<file path="config.mk">
export PLATFORM = sky130hd
export DESIGN_NAME = veda_mem_arbiter
export DESIGN_NICKNAME = d
export VERILOG_FILES = /design/src/rtl/veda_pkg.sv /design/src/rtl/veda_starve_cnt.sv /design/src/rtl/veda_mem_arbiter.sv
export SDC_FILE = /design/constraint.sdc
export NUM_CORES = 1
export LEC_CHECK = 0
export BUFFER_PORTS_ARGS = -buffer_cell sky130_fd_sc_hd__buf_2
export CORE_AREA = 4 4 72 74
export CTS_CLUSTER_DIAMETER = 100
export CTS_CLUSTER_SIZE = 8
export DETAILED_ROUTE_END_ITERATION = 7
export DIE_AREA = 0 0 76 78
export GPL_ROUTABILITY_DRIVEN = 1
export GPL_TIMING_DRIVEN = 1
export PLACE_DENSITY = 0.8
export SYNTH_ARGS = -nofsm -noshare
export SYNTH_HDL_FRONTEND = slang
export SYNTH_SLANG_ARGS = --single-unit
</file>
<file path="constraint.sdc">
create_clock -name clk -period 1.9 [get_ports clk]
set_input_delay 0.38 -clock clk [delete_from_list [all_inputs] [get_ports clk]]
set_output_delay 0.38 -clock clk [all_outputs]
set_load 0.1 [all_outputs]
</file>
<file path="src/rtl/veda_pkg.sv">
// Shared constants and types for the veda core memory subsystem.
package veda_pkg;

    localparam int VEDA_ADDR_W    = 6;
    localparam int VEDA_DATA_W    = 32;
    localparam int VEDA_IMEM_BASE = 32;

    // Load/store opcodes, also decoded by the core.
    localparam logic [5:0] OP_LW = 6'b100011;
    localparam logic [5:0] OP_SW = 6'b101011;

    // Which requester owns the read currently in flight.
    typedef enum logic [1:0] {
        OWN_NONE = 2'd0,
        OWN_IF   = 2'd1,
        OWN_LS   = 2'd2
    } arb_owner_t;

    // Response state: ST_RD means a read returns data this cycle.
    typedef enum logic {
        ST_IDLE = 1'b0,
        ST_RD   = 1'b1
    } arb_state_t;

endpackage

</file>
<file path="src/rtl/veda_starve_cnt.sv">
// Fetch starvation counter: counts consecutive cycles in which fetch is
// pending but loses to load/store, and forces a fetch win once the count
// reaches STARVE_MAX (legal range 1..15).
module veda_starve_cnt
    import veda_pkg::*;
#(
    parameter int STARVE_MAX = 3
) (
    input  logic clk,
    input  logic rst_n,
    input  logic if_req,
    input  logic if_gnt,
    input  logic ls_gnt,
    output logic force_if
);

    localparam logic [3:0] MAX_C = 4'(STARVE_MAX);

    logic [3:0] cnt_q;
    logic [3:0] cnt_d;

    // Next count: clear on fetch progress or no fetch demand, else count a loss.
    always_comb begin
        cnt_d = cnt_q;
        if (!if_req || if_gnt) begin
            cnt_d = 4'd0;
        end else if (ls_gnt && (cnt_q < MAX_C)) begin
            cnt_d = cnt_q + 4'd1;
        end
    end

    // Counter register with synchronous active-low reset.
    always_ff @(posedge clk) begin
        if (!rst_n) begin
            cnt_q <= 4'd0;
        end else begin
            cnt_q <= cnt_d;
        end
    end

    assign force_if = (cnt_q == MAX_C);

endmodule

</file>
<file path="src/rtl/veda_mem_arbiter.sv">
// Two-requester arbiter for the single-port 64x32 veda memory. Load/store
// normally wins; the starvation counter guarantees fetch progress. Read data
// is routed back to whichever requester owned the read, and load/store
// writes into the instruction region are dropped with an error pulse.
module veda_mem_arbiter
    import veda_pkg::*;
#(
    parameter int ADDR_W     = VEDA_ADDR_W,
    parameter int DATA_W     = VEDA_DATA_W,
    parameter int IMEM_BASE  = VEDA_IMEM_BASE,
    parameter int STARVE_MAX = 3
) (
    input  logic              clk,
    input  logic              rst_n,

    input  logic              if_req,
    input  logic [ADDR_W-1:0] if_addr,
    output logic              if_gnt,
    output logic              if_rvalid,
    output logic [DATA_W-1:0] if_rdata,

    input  logic              ls_req,
    input  logic              ls_we,
    input  logic [ADDR_W-1:0] ls_addr,
    input  logic [DATA_W-1:0] ls_wdata,
    output logic              ls_gnt,
    output logic              ls_rvalid,
    output logic [DATA_W-1:0] ls_rdata,
    output logic              ls_err,

    output logic              mem_en,
    output logic              mem_we,
    output logic [ADDR_W-1:0] mem_addr,
    output logic [DATA_W-1:0] mem_wdata,
    input  logic [DATA_W-1:0] mem_rdata
);

    localparam logic [ADDR_W-1:0] IMEM_BASE_A = ADDR_W'(IMEM_BASE);

    logic       force_if;
    logic       ls_prot;
    arb_owner_t owner_q;
    arb_state_t state_q;
    logic       ls_err_q;

    veda_starve_cnt #(
        .STARVE_MAX (STARVE_MAX)
    ) u_starve_cnt (
        .clk      (clk),
        .rst_n    (rst_n),
        .if_req   (if_req),
        .if_gnt   (if_gnt),
        .ls_gnt   (ls_gnt),
        .force_if (force_if)
    );

    // Grants are combinational and held off entirely during reset.
    assign if_gnt = rst_n & if_req & (~ls_req | force_if);
    assign ls_gnt = rst_n & ls_req & ~(if_req & force_if);

    // Stores at or above the instruction base are granted but never written.
    assign ls_prot   = (ls_addr >= IMEM_BASE_A);
    assign mem_en    = if_gnt | ls_gnt;
    assign mem_we    = ls_gnt & ls_we & ~ls_prot;
    assign mem_addr  = if_gnt ? if_addr : ls_addr;
    assign mem_wdata = if_gnt ? '0 : ls_wdata;

    // Response FSM: record the owner of each granted read; a new grant is
    // accepted in ST_RD so back-to-back reads return one word per cycle.
    always_ff @(posedge clk) begin
        if (!rst_n) begin
            state_q  <= ST_IDLE;
            owner_q  <= OWN_NONE;
            ls_err_q <= 1'b0;
        end else begin
            ls_err_q <= ls_gnt & ls_we & ls_prot;
            if (if_gnt) begin
                state_q <= ST_RD;
                owner_q <= OWN_IF;
            end else if (ls_gnt && !ls_we) begin
                state_q <= ST_RD;
                owner_q <= OWN_LS;
            end else begin
                state_q <= ST_IDLE;
                owner_q <= OWN_NONE;
            end
        end
    end

    assign if_rvalid = (state_q == ST_RD) && (owner_q == OWN_IF);
    assign ls_rvalid = (state_q == ST_RD) && (owner_q == OWN_LS);
    assign ls_err    = ls_err_q;

    // Read data is only presented to the requester that owns it.
    assign if_rdata = if_rvalid ? mem_rdata : '0;
    assign ls_rdata = ls_rvalid ? mem_rdata : '0;

endmodule
</file>
==> impl_metrics.tcl, run 1 <==
set metrics [dict create \
    clock_latency_ps 230 \
    firstDrtPassIters 4 \
    p_leak_nw 2.07 \
    grt_max_degree 34 \
    syn-num-nets 228 \
    clockRootBuffer "clkbuf_8" \
    portBuffers 189 \
    seq_power_share 0.115 \
    worst_pin_slew_ps 508 \
    max_freq_ghz 0.473 \
    die_w_um 76 \
    avgViaCountPerCell 4.64 \
    cp_top_family "flip-flops" \
    p_total_mw 1.53 \
    required_ps 1520 \
    nNetsFinal 429 \
    diodes 0 \
    yosysWarnings 0 \
    critPathKind "reg2out" \
    r2r_cells 5 \
    wl_um 7690 \
    holdWs_ps 373 \
    cts_buffer_depth 2 \
    r2r_end "u_starve_cnt.cnt_q[1]$_SDFFE_PP0P_" \
    core_area_um2 4600 \
    power_frac_comb 0.751 \
    maxCapViolCount 0 \
    tritoncts "yes" \
    ys_ff_latch 8 \
    overflow 0 \
    cts_htree_levels 1 \
    outcome "finished, violations left" \
    hold_end "owner_q[1]$_SDFF_PP0_" \
    ys_seq_area_frac 0.150 \
    crit_path_max_fanout 6 \
    wl_per_cell_um 19.3 \
    area.growth.synth_to_final_pct 294 \
    layout_setup_ws_ps -213 \
    finClkSkew_ps 1.84 \
    final_common_cell "buf_12" \
    drive_gt1_frac 0.910 \
    route.antenna.remaining_nets 0 \
    netlist_instances 146 \
    swShare 0.512 \
    clk_pin_slew_ps 40 \
    critPathSlowestCell "dfxtp_2" \
    track_usage 0.246 \
    crit_path_start_kind "flip-flop" \
    clock-sinks 8 \
    synth_area_leaders "and2_1 (38%), nor2b_1 (19%), dfxtp_1 (15%), mux2_4 (8.4%), clkbuf_1 (2.1%)" \
    end_kind "output pin" \
    grt_pass1_wl_um 11500 \
    synth_top_area_share 0.381 \
    drt_iter0_drc 67 \
    finalHoldViolCount 0 \
    setup_viol 40 \
    ios 190 \
    fp.dieH_um 78 \
    period_share 1.11 \
    vias 1853 \
    violations "setup timing" \
    rsz0062_at_grt "yes" \
    ir_drop_mv 0.379 \
    drc 0 \
    die_area_um2 5930 \
    hold_class "in2reg" \
    syn-cell-area_um2 1070 \
    path_cells "ha_4 > nor3b_4 > o21a_4 > mux2_4 > buf_12" \
    place_congestion 0.757 \
    cp_slowest_stage_delay_ps 350 \
    drv_slew 0 \
    grt_pass1_vias 2050 \
    crit_path_start "u_starve_cnt.cnt_q[0]$_SDFFE_PP0P_" \
    critPathBufInv 1 \
    slew_headroom 0.664 \
    synth_area_leader_cell "and2_1" \
    holdBufCountCts 0 \
    numCtsBuffers 3 \
    avgSynthCellArea_um2 7.32 \
    p_int_mw 0.748 \
    final_cell_mix "buf_12 (109), buf_2 (82), and2_2 (52)" \
    arrival_ps 1730 \
    start_util 0.232 \
    min_path_cells 2 \
    powerDensity_nw_per_um2 363 \
    reg2reg_slack_ps 450 \
    hpwl_um 6460 \
    switching_power_mw 0.783 \
    postLayoutCoreUtil 0.917 \
    synth_cell_types 24 \
    hold_start "ls_we" \
    layout_min_cycle_time_ps 2110 \
    power.share.clock 0.133 \
    row_count 25 \
    r2r_start "u_starve_cnt.cnt_q[0]$_SDFFE_PP0P_" \
    grt_antenna_before_repair 0 \
]
-- cell type report --
type | count | area [um2]
Timing Repair Buffer | 205 | 2710
Sequential cell | 8 | 163
Fill cell | 163 | 383
Tap cell | 54 | 67.6
Clock buffer | 3 | 41.3
Inverter | 2 | 7.51
Multi-Input combinational cell | 127 | 1230
-- synthesized netlist by cell type (all sizes together) --
cell type,number
and3,3
nor3b,2
mux2,6
clkbuf,6
buf,4
o21ai,2
o21bai,1
inv,2
nor2b,32
nor2,2
or4,1
nand2,3
a21oi,2
a21o,1
or4b,1
ha,1
and2,65
and3b,1
o21a,3
dfxtp,8
-- cell families after synthesis --
logic type      synth area share
mux                       0.0843
compound gates            0.0550
simple gates               0.646
flops                      0.150
buf+inv                   0.0527
fa+ha+maj                 0.0117
-- metrics by stage --
step	cells	setup TNS, ps	setup slack [ps]	cell area, um2
final	399	-6550	-213	4220
after global placement	389	0	48.8	4050
after floorplan	146	-3060	-297	1430
after CTS	397	-5840	-184	4190
after detailed placement	389	-1040	-43.1	4050
after global routing	399	-9470	-277	4220
-- routing by layer --
layer | share of wire | vias up | track usage
li1 | - | 860 | -
met1 | 0.32 | 859 | 0.229
met2 | 0.58 | 126 | 0.514
met3 | 0.083 | 8 | 0.0661
met4 | 0.014 | 0 | 0.0552
met5 | 0 | - | 0
-- worst max path at each step --
stage / to / slack, ps / cells past startpoint
after floorplan: mem_wdata[0] / -300 / 5
after global placement: mem_addr[5] / 50 / 5
after detailed placement: mem_wdata[15] / -40 / 6
after CTS: mem_addr[1] / -180 / 5
after global routing: mem_addr[1] / -280 / 5
final: mem_addr[1] / -210 / 5
-- sequential cells by signal (all words and copies together) (netlist names) --
signal,flops
ls_err,1
owner_q,2
state_q,1
u_starve_cnt.cnt_q,4
-- what timing repair did --
item	CTS	global route
cloned	1	0
endpoints found under the setup margin	41	41
pin swaps	5	2
buffers inserted	4	3
hold endpoints to repair	0	0
gates resized for setup	13	2
-- power by group through the flow --
stage	registers [mW]	logic, mW	clock network, mW
finish	0.176	1.15	0.204
global route	0.177	1.18	0.221
CTS	0.177	1.15	0.205
detailed placement	0.179	1.13	0
global placement	0.178	1.11	0
floorplan	0.182	0.685	0
(Power assumes the default switching activity.)
==> run 2: changes to the inputs <==
Settings changed: RECOVER_POWER set to 100.
==> impl_metrics.tcl, run 2 (synthesized netlist as in run 1, its figures left out) <==
set metrics [dict create \
    outcome "finished, violations left" \
    violations "setup timing" \
    tritoncts "yes" \
    clock-sinks 8 \
    hold_class "in2reg" \
    layout_min_cycle_time_ps 2110 \
    area.growth.synth_to_final_pct 294 \
    p_int_mw 0.747 \
    fp.dieH_um 78 \
    route.antenna.remaining_nets 0 \
    multiInputGateArea_um2 1230 \
    grt_antenna_before_repair 0 \
    drt_iter0_drc 67 \
    end_kind "output pin" \
    crit_path_start "u_starve_cnt.cnt_q[0]$_SDFFE_PP0P_" \
    wl_um 7690 \
    clock_latency_ps 230 \
    vias 1851 \
    final_cell_mix "buf_12 (109), buf_2 (81), and2_2 (52)" \
    place_congestion 0.757 \
    finalHoldViolCount 0 \
    drv_slew 0 \
    use_met1 0.229 \
    hpwl_um 6460 \
    maxCapViolCount 0 \
    worst_pin_slew_ps 508 \
    largest_reg_flops 4 \
    grt_max_degree 34 \
    hold_start "ls_we" \
    arrival_ps 1730 \
    fin_tns_setup_ps -6550 \
    rsz0062_at_grt "yes" \
    avgViaCountPerCell 4.64 \
    path_cells "ha_4 > nor3b_4 > o21a_4 > mux2_4 > buf_12" \
    clk_pin_slew_ps 40 \
    overflow 0 \
    grt_pass1_vias 2050 \
    grt_pass1_wl_um 11500 \
    powerDensity_nw_per_um2 363 \
    portBuffers 189 \
    cp_slowest_stage_delay_ps 350 \
    diodes 0 \
    p_leak_nw 2.06 \
    nFillCells 164 \
    wl_per_cell_um 19.3 \
    finClkSkew_ps 1.84 \
    power_frac_comb 0.751 \
    holdBufCountCts 0 \
    top_register "u_starve_cnt.cnt_q" \
    required_ps 1520 \
    critPathSlowestCell "dfxtp_2" \
    period_share 1.11 \
    die_w_um 76 \
    ios 190 \
    r2r_start "u_starve_cnt.cnt_q[0]$_SDFFE_PP0P_" \
    drc 0 \
    start_util 0.232 \
    use_met3 0.0661 \
    swShare 0.512 \
    grt_busiest_layer "met2" \
    place_ws_ps -43.1 \
    final_common_cell "buf_12" \
    switching_power_mw 0.784 \
    numCtsBuffers 3 \
    core_area_um2 4600 \
    die_area_um2 5930 \
    layout_setup_ws_ps -213 \
    setup_viol 40 \
    crit_path_max_fanout 6 \
    slew_headroom 0.664 \
    regArea_um2 163 \
    seq_power_share 0.115 \
    postLayoutCoreUtil 0.916 \
    power.share.clock 0.133 \
    grt_use_met2 0.514 \
    reg_top3 "u_starve_cnt.cnt_q x4, owner_q x2" \
    max_freq_ghz 0.473 \
    clockRootBuffer "clkbuf_8" \
    cts_htree_levels 1 \
    crit_path_start_kind "flip-flop" \
    nNetsFinal 429 \
    ir_drop_mv 0.379 \
    cts_buffer_depth 2 \
    critPathKind "reg2out" \
    track_usage 0.246 \
    drive_gt1_frac 0.907 \
    row_count 25 \
    firstDrtPassIters 4 \
]
[run 2: what timing repair did]
action | CTS | global route
cloned | 1 | 0
endpoints found under the hold margin | 0 | 0
pin swaps | 5 | 2
gates resized for setup | 13 | 2
setup buffers | 4 | 3
setup endpoints to repair | 41 | 41
[run 2: final cells by class]
class | count | share of cell area
Sequential cell | 8 | 0.0386
Multi-Input combinational cell | 127 | 0.292
Tap cell | 54 | 0.0160
Timing Repair Buffer | 205 | 0.642
Inverter | 2 | 0.00178
Clock buffer | 3 | 0.00980
[run 2: path summary, 6_finish.rpt]
path | end | slack [ps] | cells past startpoint
setup / recovery | mem_addr[1] | -210 | 5
hold / removal | owner_q[1]$_SDFF_PP0_ | 370 | 2
setup reg to reg | u_starve_cnt.cnt_q[1]$_SDFFE_PP0P_ | 450 | 5
hold reg to reg | u_starve_cnt.cnt_q[1]$_SDFFE_PP0P_ | 560 | 2
[run 2: routing by layer]
layer / vias to the layer above / wire length (um)
li1: 860 / -
met1: 857 / 2450
met2: 126 / 4490
met3: 8 / 637
met4: 0 / 106
met5: - / 0
[run 2: power by group through the flow]
| stage | Sequential (mW) | Clock [mW] | Combinational, mW |
|---|---|---|---|
| finish | 0.176 | 0.204 | 1.15 |
| global route | 0.177 | 0.221 | 1.18 |
| CTS | 0.177 | 0.205 | 1.15 |
| detailed placement | 0.179 | 0 | 1.13 |
| global placement | 0.178 | 0 | 1.11 |
| floorplan | 0.182 | 0 | 0.685 |
[run 2: stage by stage]
step           hold slack (ps)  cell area (um2)  instances  power [mW]
2_1_floorplan              452             1430        146       0.868
4_1_cts                    360             4190        397        1.53
3_5_place_dp               529             4050        389        1.31
6_report                   373             4210        399        1.53
3_3_place_gp               461             4050        389        1.29
5_1_grt                    368             4210        399        1.58
[run 2: critical path: cells and delay by family (launching register included)]
family                     cells  cell delay (ps)
DFF                            1              350
muxes                          1              330
and+or+nand+nor                1              280
AOI/OAI and AO/OA              1              250
buffers and inverters          1              170
adders and majority gates      1              130
==> run 3: changes to the inputs <==
Settings changed: CORE_AREA 4 4 72 74 to unset, CORE_ASPECT_RATIO set to 1.25, CORE_MARGIN set to 4, CORE_UTILIZATION set to 24, DIE_AREA 0 0 76 78 to unset, PLACE_DENSITY 0.8 to 0.85, SLEW_MARGIN set to 40.
Clock period 1.9 ns to 1.8 ns, I/O delays scaled along.
==> impl_metrics.tcl, run 3 <==
set metrics [dict create \
    yosysMostFrequentCell "and2_1" \
    ys_ff_latch 8 \
    fp.dieH_um 82.6 \
    start_util 0.255 \
    synth_cell_types 24 \
    synth_edf_count 0 \
    netlist_instances 146 \
    avgSynthCellArea_um2 7.32 \
    async_flop_share 0 \
    portBuffers 189 \
    syn-cell-area_um2 1070 \
    failing_step "detailed placement (3_5_place_dp)" \
    ys.flop_type "dfxtp_1" \
    synth_area_leader_cell "and2_1" \
    syn-num-nets 228 \
    yosysWarnings 0 \
    ios 190 \
    outcome "aborted with a tool error" \
    ys_seq_area_frac 0.150 \
    hpwl_um 8120 \
    die_w_um 67.7 \
    synth_area_leaders "and2_1 (38%), nor2b_1 (19%), dfxtp_1 (15%), mux2_4 (8.4%), clkbuf_1 (2.1%)" \
    error "[ERROR DPL-0033] detailed placement checks failed during check placement." \
    place_congestion 0.870 \
    synthTopCellsByCount "and2_1 (65), nor2b_1 (32), dfxtp_1 (8)" \
    row_count 26 \
    synth_top_area_share 0.381 \
]
[run 3: kinds of logic after synthesis]
kind of cell               count (synthesis)  synth area share
AOI/OAI and AO/OA                          9            0.0550
DFF                                        8             0.150
adders and majority gates                  1            0.0117
and+or+nand+nor                          110             0.646
muxes                                      6            0.0843
buffers and inverters                     12            0.0527
[run 3: per-stage QoR]
stage / TNS, ps / worst slack, ps / instances / instance area (um2) / hold WS [ps]
floorplan: -5570 / -240 / 146 / 1470 / 432
global placement: -681 / -61.5 / 394 / 4140 / 463
==> run 4: changes to the inputs <==
Settings changed: CORE_AREA set to 4 4 72 74, CORE_ASPECT_RATIO 1.25 to unset, CORE_MARGIN 4 to unset, CORE_UTILIZATION 24 to unset, CTS_CLUSTER_DIAMETER 100 to unset, CTS_CLUSTER_SIZE 8 to unset, DIE_AREA set to 0 0 76 78, PLACE_DENSITY 0.85 to unset, PLACE_DENSITY_LB_ADDON set to 0.15.
Clock period 1.8 ns to 2.3 ns, I/O delays scaled along.
==> impl_metrics.tcl, run 4 (synthesized netlist as in run 1, its figures left out) <==
set metrics [dict create \
    outcome "finished clean" \
    clockRootBuffer "clkbuf_8" \
    setup_viol 0 \
    firstDrtPassIters 2 \
    cts_htree_levels 1 \
    layout_setup_ws_ps 85.1 \
    slew_headroom 0.185 \
    p_total_mw 1.17 \
    hold_end "owner_q[1]$_SDFF_PP0_" \
    top_register "u_starve_cnt.cnt_q" \
    drv_slew 0 \
    track_usage 0.221 \
    diodes 0 \
    reg_top3 "u_starve_cnt.cnt_q x4, owner_q x2" \
    portBuffers 189 \
    reg2reg_slack_ps 760 \
    p_leak_nw 1.78 \
    arrival_ps 1750 \
    fp.dieH_um 78 \
    start_util 0.232 \
    r2r_end "ls_err$_SDFF_PN0_" \
    holdBufCountCts 0 \
    die_w_um 76 \
    route.antenna.remaining_nets 0 \
    maxCapViolCount 0 \
    grt_pass1_vias 2014 \
    row_count 25 \
    critPathKind "reg2out" \
    r2r_start "u_starve_cnt.cnt_q[0]$_SDFFE_PP0P_" \
    drc 0 \
    nFillCells 285 \
    grt_antenna_before_repair 0 \
    die_area_um2 5930 \
    wl_um 6920 \
    clock-sinks 8 \
    final_cell_mix "buf_2 (79), buf_12 (65), and2_0 (51)" \
    ir_drop_mv 0.279 \
    place_congestion 0.699 \
    fin_tns_setup_ps 0 \
    numCtsBuffers 3 \
    clock_latency_ps 230 \
    finalHoldViolCount 0 \
    place_ws_ps 160 \
    placed_cells 385 \
    clk_pin_slew_ps 40 \
    min_path_cells 2 \
    wl_per_cell_um 17.6 \
    hpwl_um 6160 \
    final_cells 393 \
    finClkSkew_ps 3.70 \
    grt_pass1_wl_um 10500 \
    ios 190 \
    drive_gt1_frac 0.746 \
    required_ps 1840 \
    worst_pin_slew_ps 1230 \
    end_kind "output pin" \
    final_common_cell "buf_2" \
    place_area_um2 3940 \
    drt_iter0_drc 22 \
    area.growth.synth_to_final_pct 240 \
    crit_path_start_kind "flip-flop" \
    nNetsFinal 423 \
    avgViaCountPerCell 4.48 \
    layout_min_cycle_time_ps 2210 \
    period_share 0.963 \
    hold_start "ls_we" \
    tritoncts "yes" \
    finish.instance_area_um2 3640 \
    r2r_cells 6 \
    max_freq_ghz 0.451 \
    cts_buffer_depth 2 \
    largest_reg_flops 4 \
    overflow 0 \
    crit_path_max_fanout 12 \
    grt_max_degree 34 \
    powerDensity_nw_per_um2 322 \
    hold_class "in2reg" \
    core_area_um2 4600 \
    rsz0062_at_grt "no" \
    vias 1761 \
]
run 4: critical path: stages (launching register included):
cell and delay [ps]:
dfxtp_2 330, ha_2 180, nor3b_4 250, o21a_2 310
buf_12 220, nor2b_4 60, buf_8 170
run 4: routing by layer:
| metal | routed length (um) | part of all wire | global-route usage | vias to the layer above |
|---|---|---|---|---|
| li1 | - | - | - | 844 |
| met1 | 2100 | 0.30 | 0.200 | 787 |
| met2 | 4000 | 0.58 | 0.448 | 114 |
| met3 | 645 | 0.093 | 0.0754 | 16 |
| met4 | 170 | 0.025 | 0.0694 | 0 |
| met5 | 0 | 0 | 0 | - |
run 4: area by class of cell:
type	instances	area [um2]	area share
multi-input cells	127	1110	0.306
repair buffers	199	2250	0.618
inverters	2	7.51	0.00206
well taps	54	67.6	0.0186
flip-flops and latches	8	161	0.0444
clock buffers	3	41.3	0.0114
run 4: power breakdown:
group          switching [mW]  internal [mW]  total, mW
combinational           0.570          0.285      0.855
clock                  0.0554          0.113      0.169
sequential            0.00193          0.144      0.146
run 4: worst max-delay path by stage:
stage | startpoint | to | cells past startpoint
2_1_floorplan | u_starve_cnt.cnt_q[0]$_SDFFE_PP0P_ | mem_wdata[0] | 5
3_3_place_gp | rst_n | mem_wdata[28] | 6
3_5_place_dp | rst_n | mem_wdata[27] | 6
4_1_cts | u_starve_cnt.cnt_q[0]$_SDFFE_PP0P_ | mem_addr[4] | 5
5_1_grt | u_starve_cnt.cnt_q[1]$_SDFFE_PP0P_ | mem_wdata[9] | 6
6_report | u_starve_cnt.cnt_q[0]$_SDFFE_PP0P_ | mem_wdata[9] | 6
run 4: timing repair:
action,4_1_cts,5_1_grt
pin swaps,1,2
setup buffers,3,1
setup endpoints to repair,15,37
cloned,1,0
gates resized for setup,3,3
run 4: per-stage QoR:
stage,utilization,hold slack (ps)
after floorplan,-,450
after global placement,0.857,462
after detailed placement,0.857,481
after CTS,0.875,430
after global routing,0.791,439
final,0.791,429
